===== config.mk =====
export PLATFORM = sky130hd
export DESIGN_NAME = xadc_stream_arbiter
export DESIGN_NICKNAME = d
export VERILOG_FILES = /design/src/rtl/xadc_stream_pkg.sv /design/src/rtl/rr_arbiter_2.sv /design/src/rtl/xadc_stream_arbiter.sv
export SDC_FILE = /design/constraint.sdc
export NUM_CORES = 1
export LEC_CHECK = 0
export ABC_CLOCK_PERIOD_IN_PS = 2300
export BUFFER_PORTS_ARGS = -buffer_cell sky130_fd_sc_hd__buf_2
export CORE_UTILIZATION = 50
export DETAILED_ROUTE_END_ITERATION = 12
export HOLD_SLACK_MARGIN = 0.02
export PLACE_DENSITY = 0.8
export SLEW_MARGIN = 25
export SYNTH_ARGS = -nofsm -noshare
export SYNTH_HDL_FRONTEND = slang
export SYNTH_SLANG_ARGS = --single-unit
export TNS_END_PERCENT = 5

===== constraint.sdc =====
create_clock -name clk -period 2.3 [get_ports clk]
set_input_delay 0.23 -clock clk [delete_from_list [all_inputs] [get_ports clk]]
set_output_delay 0.23 -clock clk [all_outputs]
set_load 0.05 [all_outputs]

===== src/rtl/xadc_stream_pkg.sv =====
// Shared types and frame helpers for the XADC stream arbiter.
// Converts 12-bit XADC samples into 2-byte frames that the host can resync on.
package xadc_stream_pkg;

    typedef enum logic [1:0] {IDLE, SEND_HI, SEND_LO} xadc_arb_state_t;

    localparam logic        CH_VOLTAGE     = 1'b0;
    localparam logic        CH_CURRENT     = 1'b1;
    localparam int unsigned FRAME_SYNC_BIT = 7;
    localparam int unsigned SAMPLE_WIDTH   = 12;

    typedef struct packed {
        logic                    ch;
        logic [SAMPLE_WIDTH-1:0] sample;
    } xadc_hold_t;

    // First frame byte: sync marker, channel id, sample[11:6]
    function automatic logic [7:0] build_frame_hi(input logic ch, input logic [SAMPLE_WIDTH-1:0] sample);
        logic [7:0] b;
        b                 = 8'(sample >> 6);
        b[6]              = ch;
        b[FRAME_SYNC_BIT] = 1'b1;
        return b;
    endfunction

    // Second frame byte: marker clear, sample[5:0]
    function automatic logic [7:0] build_frame_lo(input logic [SAMPLE_WIDTH-1:0] sample);
        return 8'(sample & 12'h03F);
    endfunction

endpackage


===== src/rtl/rr_arbiter_2.sv =====
// Two-requester round-robin arbiter; combinational one-hot grant with
// the last winner remembered across arbitration points.
module rr_arbiter_2 (
    input  logic       clk,
    input  logic       rst_n,
    input  logic [1:0] req,
    input  logic       advance,
    output logic [1:0] grant
);

    logic last_grant;

    always_comb begin
        grant = 2'b00;
        case (req)
            2'b01:   grant = 2'b01;
            2'b10:   grant = 2'b10;
            2'b11:   grant = last_grant ? 2'b01 : 2'b10;
            default: grant = 2'b00;
        endcase
    end

    // Reset to 1 so voltage wins the first contended arbitration
    always_ff @(posedge clk or negedge rst_n) begin
        if (!rst_n) begin
            last_grant <= 1'b1;
        end else if (advance && (|req)) begin
            last_grant <= grant[1];
        end
    end

endmodule


===== src/rtl/xadc_stream_arbiter.sv =====
// Round-robin merge of the voltage/current XADC streams onto the 8-bit
// FT232H stream, one 2-byte frame per sample; disabled channels are drained.
module xadc_stream_arbiter
    import xadc_stream_pkg::*;
#(
    parameter int unsigned IN_WIDTH   = 16,
    parameter int unsigned SAMPLE_LSB = 4,
    parameter int unsigned CNT_WIDTH  = 16
) (
    input  logic                 clk,
    input  logic                 rst_n,
    input  logic [1:0]           ch_en,
    input  logic [IN_WIDTH-1:0]  v_tdata,
    input  logic                 v_tvalid,
    output logic                 v_tready,
    input  logic [IN_WIDTH-1:0]  c_tdata,
    input  logic                 c_tvalid,
    output logic                 c_tready,
    output logic [7:0]           m_tdata,
    output logic                 m_tvalid,
    output logic                 m_tlast,
    input  logic                 m_tready,
    output logic [CNT_WIDTH-1:0] frame_count,
    output logic [CNT_WIDTH-1:0] drop_count
);

    localparam int unsigned SUM_W = CNT_WIDTH + 1;

    xadc_arb_state_t         state;
    xadc_hold_t              hold;
    xadc_hold_t              next_hold;
    logic                    arb_point;
    logic [1:0]              req;
    logic [1:0]              grant;
    logic [1:0]              take;
    logic [1:0]              drop;
    logic [SUM_W-1:0]        drop_sum;
    logic [CNT_WIDTH-1:0]    drop_next;
    logic [SAMPLE_WIDTH-1:0] v_sample;
    logic [SAMPLE_WIDTH-1:0] c_sample;
    logic                    unused_tdata;

    assign v_sample     = v_tdata[SAMPLE_LSB +: SAMPLE_WIDTH];
    assign c_sample     = c_tdata[SAMPLE_LSB +: SAMPLE_WIDTH];
    assign unused_tdata = ^{v_tdata, c_tdata};

    assign arb_point = (state == IDLE) || ((state == SEND_LO) && m_tvalid && m_tready);
    assign req       = ch_en & {c_tvalid, v_tvalid};

    rr_arbiter_2 u_rr (
        .clk     (clk),
        .rst_n   (rst_n),
        .req     (req),
        .advance (arb_point),
        .grant   (grant)
    );

    // Disabled channels are always ready; enabled ones only when granted
    assign take     = arb_point ? grant : 2'b00;
    assign v_tready = ~ch_en[0] | take[0];
    assign c_tready = ~ch_en[1] | take[1];
    assign drop     = {~ch_en[1] & c_tvalid, ~ch_en[0] & v_tvalid};

    always_comb begin
        next_hold.ch     = take[1] ? CH_CURRENT : CH_VOLTAGE;
        next_hold.sample = take[1] ? c_sample : v_sample;
    end

    // Saturating drop accumulator; up to two discards per cycle
    assign drop_sum  = SUM_W'(drop_count) + SUM_W'(drop[0]) + SUM_W'(drop[1]);
    assign drop_next = drop_sum[CNT_WIDTH] ? {CNT_WIDTH{1'b1}} : drop_sum[CNT_WIDTH-1:0];

    always_ff @(posedge clk or negedge rst_n) begin
        if (!rst_n) begin
            state       <= IDLE;
            hold        <= '0;
            m_tdata     <= '0;
            m_tvalid    <= 1'b0;
            m_tlast     <= 1'b0;
            frame_count <= '0;
            drop_count  <= '0;
        end else begin
            drop_count <= drop_next;
            case (state)
                SEND_HI: begin
                    if (m_tready) begin
                        m_tdata <= build_frame_lo(hold.sample);
                        m_tlast <= 1'b1;
                        state   <= SEND_LO;
                    end
                end
                default: begin
                    if (arb_point) begin
                        if (state == SEND_LO) begin
                            frame_count <= frame_count + CNT_WIDTH'(1);
                        end
                        if (|take) begin
                            hold     <= next_hold;
                            m_tdata  <= build_frame_hi(next_hold.ch, next_hold.sample);
                            m_tvalid <= 1'b1;
                            m_tlast  <= 1'b0;
                            state    <= SEND_HI;
                        end else begin
                            m_tdata  <= '0;
                            m_tvalid <= 1'b0;
                            m_tlast  <= 1'b0;
                            state    <= IDLE;
                        end
                    end
                end
            endcase
        end
    end

endmodule

After elaboration in Yosys (flattened, before gate mapping)

Index checks and enable logic that the tools add are counted.

Reductions and logical operators: 12
Muxes and demuxes: 18
Eq/ne operators: 6
Bitwise operators: 8
Add/sub/neg operators: 3

Operator list:

| cell                    | number |
|---|---|
| $mux W8                 | 4 |
| $add A16 B1 Y17         | 1 |
| $add A17 B1 Y17         | 1 |
| $add A16 B1 Y16 const B | 1 |
| $mux W16                | 1 |
| $mux W12                | 1 |
| $mux W2                 | 5 |
| $eq A2 B2 Y1 const B    | 3 |
| $mux W1                 | 6 |
| $pmux W2 S3             | 1 |
| $reduce_and A3 Y1       | 2 |
| $eq A2 B1 Y1 const B    | 2 |
| $reduce_and A2 Y1       | 2 |
| $reduce_or A2 Y1        | 2 |
| $logic_and A1 B1 Y1     | 3 |
| $not A1 Y1              | 3 |
| $and A1 B1 Y1           | 2 |
| $and A2 B2 Y2           | 1 |
| $logic_not A2 Y1        | 1 |
| $ne A2 B2 Y1 const B    | 1 |
| $or A1 B1 Y1            | 2 |
| $reduce_bool A2 Y1      | 1 |
| $logic_or A1 B1 Y1      | 1 |

Input port bits: 39
Output and inout bits: 44
Word-level logic and storage cells: 55
Flip-flop bits (word level): 51

Longest topological paths before layout

Gate-level depths: netlist of run 1.

Word-level depth: 9
Gate-level depth with buffers: 7
Gate-level depth less buffers: 6

By module

Synthesis of run 1 repeated with hierarchy kept, for this count alone.

Cells, all modules: 230
Area, all modules: 2,386.0 um^2

By module, submodules not included:

| module              | area each (um^2) | times used | seq. area each (um^2) | cells each |
|---|---|---|---|---|
| xadc_stream_arbiter | 2,329.7          | 1          | 1,201.2               | 224 |
| rr_arbiter_2        | 56.3             | 1          | 26.3                  | 6 |

Worst setup path before layout of run 1

OpenSTA, ideal clock, no wires.

Kind: register -> output
Start point: register m_tvalid
End point: output c_tready
Required time: 2.070 ns
Buffers on the path: 1
Setup slack: -0.443 ns
Arrival time: 2.513 ns
Cell stages (with the launch flop): 5
Cell sequence: dfrtp_1 a21boi_1 a211o_1 buf_2 o21ai_0

Longest elaborated chain between the ends: 5

Ends and longest elaborated chain:

| item                              | line                       | RTL |
|---|---|---|
| start: declaration                | xadc_stream_arbiter.sv:20  | `output logic m_tvalid,` |
| start signal: assignment          | xadc_stream_arbiter.sv:78  | `m_tvalid <= 1'b0;` |
| start signal: assignment          | xadc_stream_arbiter.sv:100 | `m_tvalid <= 1'b1;` |
| start signal: assignment          | xadc_stream_arbiter.sv:105 | `m_tvalid <= 1'b0;` |
| $logic_and A1 B1 Y1 (2 in series) | xadc_stream_arbiter.sv:47  | `assign arb_point = (state == IDLE) \|\| ((state == SEND_LO) && m_tvalid && m_tready);` |
| $logic_or A1 B1 Y1                | xadc_stream_arbiter.sv:47  |  |
| $mux W2                           | xadc_stream_arbiter.sv:59  | `assign take = arb_point ? grant : 2'b00;` |
| $or A1 B1 Y1                      | xadc_stream_arbiter.sv:61  | `assign c_tready = ~ch_en[1] \| take[1];` |
| end: declaration                  | xadc_stream_arbiter.sv:18  | `output logic c_tready,` |

Every way passes these cells.

Final worst setup path of run 1

Start point: register u_rr.last_grant
End point: output v_tready

Longest elaborated chain between the ends: 4

Ends and longest elaborated chain:

| item                     | line                      | RTL |
|---|---|---|
| start: declaration       | rr_arbiter_2.sv:11        | `logic last_grant;` |
| start signal: assignment | rr_arbiter_2.sv:28        | `last_grant <= grant[1];` |
| $mux W2                  | rr_arbiter_2.sv:18        | `2'b11: grant = last_grant ? 2'b01 : 2'b10;` |
| $pmux W2 S3              | rr_arbiter_2.sv:15        | `case (req)` |
| $mux W2                  | xadc_stream_arbiter.sv:59 |  |
| $or A1 B1 Y1             | xadc_stream_arbiter.sv:60 | `assign v_tready = ~ch_en[0] \| take[0];` |
| end: declaration         | xadc_stream_arbiter.sv:15 | `output logic v_tready,` |

Every way passes these cells.

==> impl_results.md, run 1 <==
* Outcome: complete, no violations
* Core box area at 0.00450 sq mm
* Final Util at 65.3%
* Synthesis-to-layout area growth at 21.4%
* P per Cell Area at 1110 mW/mm^2
* Period utilization at 87.4%
* R2R Setup Slk at 0.38 ns
* Max transition margin at 57.5%
* Initial antenna violation count at 0
* Placed inst area at 0.00285 sq mm
* I/O pin count at 83
* Final Wtd Congestion at 0.784
* Clk slew on worst S/H paths at 0.08 ns
* FP Rows at 24
* Iter 0 DRT Violations at 53
* Routed via count at 1959
* Max Root-Sink Buffers at 2
* Via-to-Cell Ratio at 5.46
* Compound-Gate Fraction of Synth Area at 7.85%
* Fraction of registers with async set/reset at 100%
* CP Data Arrival Time at 1.78 ns
* Pin count of the biggest net entering global routing at 29
* Internal at 1750 uW
* Register area share after synthesis at 50.6%
* Postcts setup bufs at 0
* VDD IR max at 0.000778 V
* CTS root buf: clkbuf_8
* Synth Area in Adders at 1.86%
* Vias in the first global route at 1831
* Fmax at 0.498 GHz
* Simple-gate portion of the synthesized area at 22.6%
* Final nets at 349
* Top fanout value on the critical path at 11
* Post-CTS Resized at 0
* Clk pwr share at 15.3%
* Post-synth top flop: dfrtp_1
* Fillers at 374
* RR Startpoint: drop_count[0]
* Sw frac at 46.4%
* H-tree depth at 2
* Number of synthesized register bits at 49
* Share of cells above drive strength 1 at 30.6%
* Syn Area/Cell at 10.7 sq um
* WL/cell at 13.4 um
* Final instance area at 0.00294 sq mm
* Min-Delay Path Class: primary input to flop
* P_sw at 1520 uW
* DRT Pass-1 Iters at 4
* Overall routed net length at 4.81 mm
* Skew final at 0.00783 ns
* Clock Sinks at 49
* WS Path Type: flop to output port
* Seq pwr share at 40.8%
* Hold Path Depth at 3
* Post-Syn Instances at 227
* CTS Buf Count at 5
* Antenna cell count at 0
* Final Slew Violations at 0
* Setup tns final at 0 ns
* Cells on worst reg2reg path at 5
* Die H at 71.6 um
* Synth cell types at 41
* Syn_nets at 269
* Crit path to: v_tready
* Final Setup Violations at 0
* Post-cts hold buffer count at 1
* Total gr overflow at 0
* Clk_lat worst skew at 0.30 ns
* Fin. Hold Viols at 0
* First-pass GRT wire length at 8.00 mm
* Detail Placement HPWL at 3.56 mm
* Mux contribution to synthesized area at 5.52%
* Largest family of logic cells by synthesized area: simple AND/OR/NAND/NOR gates
* CP Data Required Time at 2.07 ns
* Tmin final at 2.01 ns
* Remaining antenna violation count at 0
* Starting density of the core at 53.8%
* Ys Warns at 0
* Setup crit start kind: flop
* Maxcap violations at 0
* Slew @ Worst Pin at 0.637 ns
* CTS tree: built
* IO buf count at 74
* Unrepaired setup endpoints after global routing: no
* R2r endpoint: drop_count[1]
* LEAKAGE at 0.00155 uW
* Die area at 0.00513 sq mm
* Cell area after synthesis at 0.00242 sq mm
* EDFF count, synth at 0
* Worst setup EP type: output port
* Die X-Extent at 71.6 um
* Total track usage at 19.7%
* Area share of xor/xnor cells in the synthesized design at 9.40%
* Residual DRC count at 0
* Logic pwr share at 43.9%
* Critical path origin: u_rr.last_grant
-- synthesized netlist by cell type, types with 2 or more instances --
library cell	count	area share (%)
dfrtp_1	48	50
nand2_1	39	6.0
xnor2_1	15	5.4
nand3_1	14	2.9
nand4_1	12	3.1
o21ai_0	12	2.5
xor2_1	11	4.0
mux2i_1	10	4.1
nor2_1	7	1.1
and3_1	5	1.3
a21oi_1	4	0.83
o22a_1	4	1.4
inv_1	3	0.46
mux2_2	3	1.4
nor2b_1	3	0.77
nor3_1	3	0.62
o22ai_1	3	0.77
a31oi_1	2	0.52
buf_2	2	0.41
buf_6	2	0.93
ha_1	2	1.0
nand2b_1	2	0.52
nor4_1	2	0.52
or2b_1	2	0.62
-- worst min-delay path by stage --
stage                     end  startpoint  slack (ns)
6_report              hold[2]  c_tdata[6]        0.22
5_1_grt               hold[2]  c_tdata[6]        0.22
4_1_cts               hold[2]  c_tdata[6]        0.21
3_5_place_dp   drop_count[10]       rst_n        0.29
3_3_place_gp   drop_count[10]       rst_n        0.27
2_1_floorplan   drop_count[0]       rst_n       -0.07
-- metal layers --
metal  track usage, %  vias to the layer above  part of all wire [%]
li1                 -                      961                     -
met5                0                        -                     0
met2             34.0                       57                    49
met3             3.66                        5                   4.6
met4             5.88                        0                  0.92
met1             25.3                      936                    45
-- worst max-delay path, cell delays in order (launching register included) --
cell     delay [ns]
dfstp_2        0.54
and3b_1        0.21
nor2_1         0.10
buf_4          0.22
nand2_1        0.10
nand2_1        0.07
buf_2          0.25
-- through the flow --
stage,cells,total power (uW),hold WS (ns),setup slack [ns]
2_1_floorplan,227,2440,-0.0656,0.202
3_3_place_gp,351,2760,0.272,0.313
3_5_place_dp,351,2790,0.290,0.278
4_1_cts,359,3300,0.214,0.267
5_1_grt,359,3470,0.225,0.127
6_report,359,3280,0.222,0.290
-- power by group through the flow --
stage / clock network, uW / registers (uW) / logic, uW
finish: 503 / 1340 / 1440
global placement: 0 / 1340 / 1410
CTS: 520 / 1330 / 1450
global route: 549 / 1370 / 1540
floorplan: 0 / 1900 / 542
detailed placement: 0 / 1350 / 1450
-- cell usage in the layout, fill, tap and decap left out, drive strengths merged, types with 4 or more instances in the layout --
cell type / count
dfrtp: 48
o21ai: 13
nor2: 7
nand3: 15
clkbuf: 7
nand2: 39
xnor2: 15
o22a: 4
buf: 77
and3: 5
mux2i: 10
a21oi: 4
xor2: 11
nand4: 12
-- state kept, by name, summed over array words and instances (netlist names) --
signal and count:
drop_count 16, frame_count 16, m_tdata 7, hold 6, m_tlast 1, m_tvalid 1, state 1, u_rr.last_grant 1
-- cell families after synthesis --
family | count (synthesis)
simple gates | 97
flops | 49
compound gates | 31
xor+xnor | 26
mux | 13
buf+inv | 8
fa+ha+maj | 3
-- cell type report --
type	count	area (sq um)	share of cell area (%)
Sequential cell	49	1230	41.7
Clock buffer	7	86.3	2.93
Multi-Input combinational cell	170	1150	39.0
Inverter	3	11.3	0.383
Tap cell	52	65.1	2.21
Timing Repair Buffer	78	403	13.7
(Power assumes the default switching activity.)
==> run 2, diff against run 1 <==
==> constraint.sdc (replaced) <==
create_clock -name clk -period 2.3 [get_ports clk]
set_input_delay 0.115 -clock clk [delete_from_list [all_inputs] [get_ports clk]]
set_output_delay 0.115 -clock clk [all_outputs]
set_load 0.01 [all_outputs]
==> impl_results.md, run 2 (synthesis results as in run 1) <==
* Unrepaired setup endpoints after global routing: no (unchanged)
* Setup crit start kind: flop (unchanged)
* Core box area at 0.00450 sq mm (unchanged)
* Setup tns final at 0 ns (unchanged)
* Fmax at 0.525 GHz (was 0.498 GHz)
* IO buf count at 74 (unchanged)
* P per Cell Area at 925 mW/mm^2 (was 1110 mW/mm^2)
* CTS root buf: clkbuf_8 (unchanged)
* Post-cts hold buffer count at 1 (unchanged)
* Iter 0 DRT Violations at 99 (was 53)
* Die area at 0.00513 sq mm (unchanged)
* Antenna cell count at 0 (unchanged)
* Total track usage at 20.2% (was 19.7%)
* Skew final at 0.00575 ns (was 0.00783 ns)
* Total gr overflow at 0 (unchanged)
* Tmin final at 1.91 ns (was 2.01 ns)
* Critical Path Slowest Stage Cell: fa_1 (was dfstp_2)
* WL/cell at 13.3 um (was 13.4 um)
* R2R Setup Slk at 0.39 ns (was 0.38 ns)
* Worst setup EP type: flop (was output port)
* Detail Placement HPWL at 3.59 mm (was 3.56 mm)
* Post-CTS Resized at 0 (unchanged)
* Most frequent cells in the layout: buf_2 (74), dfrtp_1 (48), nand2_1 (39) (unchanged)
* DRT Pass-1 Iters at 4 (unchanged)
* I/O pin count at 83 (unchanged)
* Final nets at 349 (unchanged)
* WP buf/inv at 0 (was 2)
* Clock Sinks at 49 (unchanged)
* Largest stage delay, worst path at 0.50 ns (was 0.54 ns)
* Hold Path End: hold[4] (was hold[2])
* Outcome: complete, no violations (unchanged)
* Tot Pwr at 2730 uW (was 3280 uW)
* VDD IR max at 0.000687 V (was 0.000778 V)
* Top fanout value on the critical path at 13 (was 11)
* CP Data Arrival Time at 2.09 ns (was 1.78 ns)
* LEAKAGE at 0.00155 uW (about the same)
* Starting density of the core at 53.8% (unchanged)
* Cell Chain, Critical Path: fa_1 -> ha_1 -> nand3_4 -> or3_4 -> or2b_1 (was and3b_1 -> nor2_1 -> buf_4 -> nand2_1 -> nand2_1 -> buf_2)
* Die X-Extent at 71.6 um (unchanged)
* Remaining antenna violation count at 0 (unchanged)
* R2r endpoint: drop_count[1] (unchanged)
* Routed via count at 1960 (was 1959)
* Hold Path Depth at 3 (unchanged)
* Min-Delay Path Class: primary input to flop (unchanged)
* Pin count of the biggest net entering global routing at 27 (was 29)
* Overall routed net length at 4.79 mm (was 4.81 mm)
* Clk_lat worst skew at 0.30 ns (about the same)
* First-pass GRT wire length at 8.24 mm (was 8.00 mm)
* Min-delay src: c_tdata[8] (was c_tdata[6])
* Period utilization at 82.8% (was 87.4%)
* Die H at 71.6 um (unchanged)
* Max Root-Sink Buffers at 2 (unchanged)
* RR Startpoint: drop_count[0] (unchanged)
* Fin. Hold Viols at 0 (unchanged)
* CTS tree: built (unchanged)
* Postcts setup bufs at 0 (unchanged)
* CP Data Required Time at 2.49 ns (was 2.07 ns)
* Worst path top cell family by delay: adder cells (was flip-flops)
* CTS Buf Count at 5 (unchanged)
* Final Wtd Congestion at 0.768 (was 0.784)
* Clk slew on worst S/H paths at 0.09 ns (was 0.08 ns)
* Maxcap violations at 0 (unchanged)
* Max transition margin at 60.6% (was 57.5%)
* Synthesis-to-layout area growth at 21.8% (was 21.4%)
* Residual DRC count at 0 (unchanged)
* Commonest non-fill, non-tap cell in the layout: buf_2 (unchanged)
* Cells on worst reg2reg path at 5 (unchanged)
* Final Setup Violations at 0 (unchanged)
* Biggest registers after layout: drop_count (16), frame_count (16), m_tdata (7) (unchanged)
* Share of cells above drive strength 1 at 30.5% (was 30.6%)
* H-tree depth at 2 (unchanged)
* WS Path Type: flop to flop (was flop to output port)
* Final Slew Violations at 0 (unchanged)
* FP Rows at 24 (unchanged)
* Vias in the first global route at 1814 (was 1831)
* Via-to-Cell Ratio at 5.44 (was 5.46)
* Slew @ Worst Pin at 0.591 ns (was 0.637 ns)
* Initial antenna violation count at 0 (unchanged)
==> run 2: cell count changes in the layout (fill, tap and decap cells not counted) <==
cell,before,now
buf_4,3,2
clkinvlp_4,0,2
clkbuf_8,6,5
o21ai_0,11,12
o21ai_2,1,0
buf_12,0,1
==> run 2: layout make-up <==
type / instances / area, sq um
fillers: 373 / 1550
flip-flops and latches: 49 / 1230
multi-input cells: 170 / 1140
repair buffers: 78 / 415
clock buffers: 6 / 72.6
well taps: 52 / 65.1
clock inverters: 2 / 15.0
inverters: 3 / 11.3
==> run 2: worst max-delay path by stage <==
stage,slack (ns),from,end,cells past startpoint
finish,0.39,drop_count[0],drop_count[1],5
global route,0.29,drop_count[0],drop_count[0],5
CTS,0.40,drop_count[0],drop_count[1],5
detailed placement,0.42,drop_count[0],drop_count[1],5
global placement,0.43,drop_count[0],drop_count[1],5
floorplan,0.57,drop_count[0],drop_count[1],5
==> run 2: stage by stage <==
| stage | hold slack, ns | setup WS, ns | utilization [%] | cells | area [sq um] |
|---|---|---|---|---|---|
| floorplan | -0.181 | 0.569 | - | 227 | 2420 |
| global placement | 0.148 | 0.431 | 63.4 | 351 | 2850 |
| detailed placement | 0.156 | 0.423 | 63.4 | 351 | 2850 |
| global route | 0.0986 | 0.291 | 65.5 | 360 | 2950 |
| CTS | 0.0862 | 0.397 | 65.5 | 360 | 2950 |
| finish | 0.0953 | 0.395 | 65.5 | 360 | 2950 |
==> run 2: where the power goes <==
part | leakage (uW) | internal (uW) | switching, uW
Combinational | 0.000870 | 416 | 480
Sequential | 0.000639 | 1100 | 232
Clock | 0.0000374 | 215 | 291
==> run 2: worst reg2reg max path, cell delays in order, from the launching register on <==
cell     delay [ns]
dfrtp_1        0.41
fa_1           0.50
ha_1           0.32
nand3_4        0.11
or3_4          0.20
or2b_1         0.25
==> run 2: per-layer routing <==
metal	vias to the layer above	global-route usage, %	wire (um)
li1	961	-	-
met1	925	26.8	2160
met2	67	33.3	2310
met3	7	4.22	257
met4	0	6.54	56
met5	-	0	0
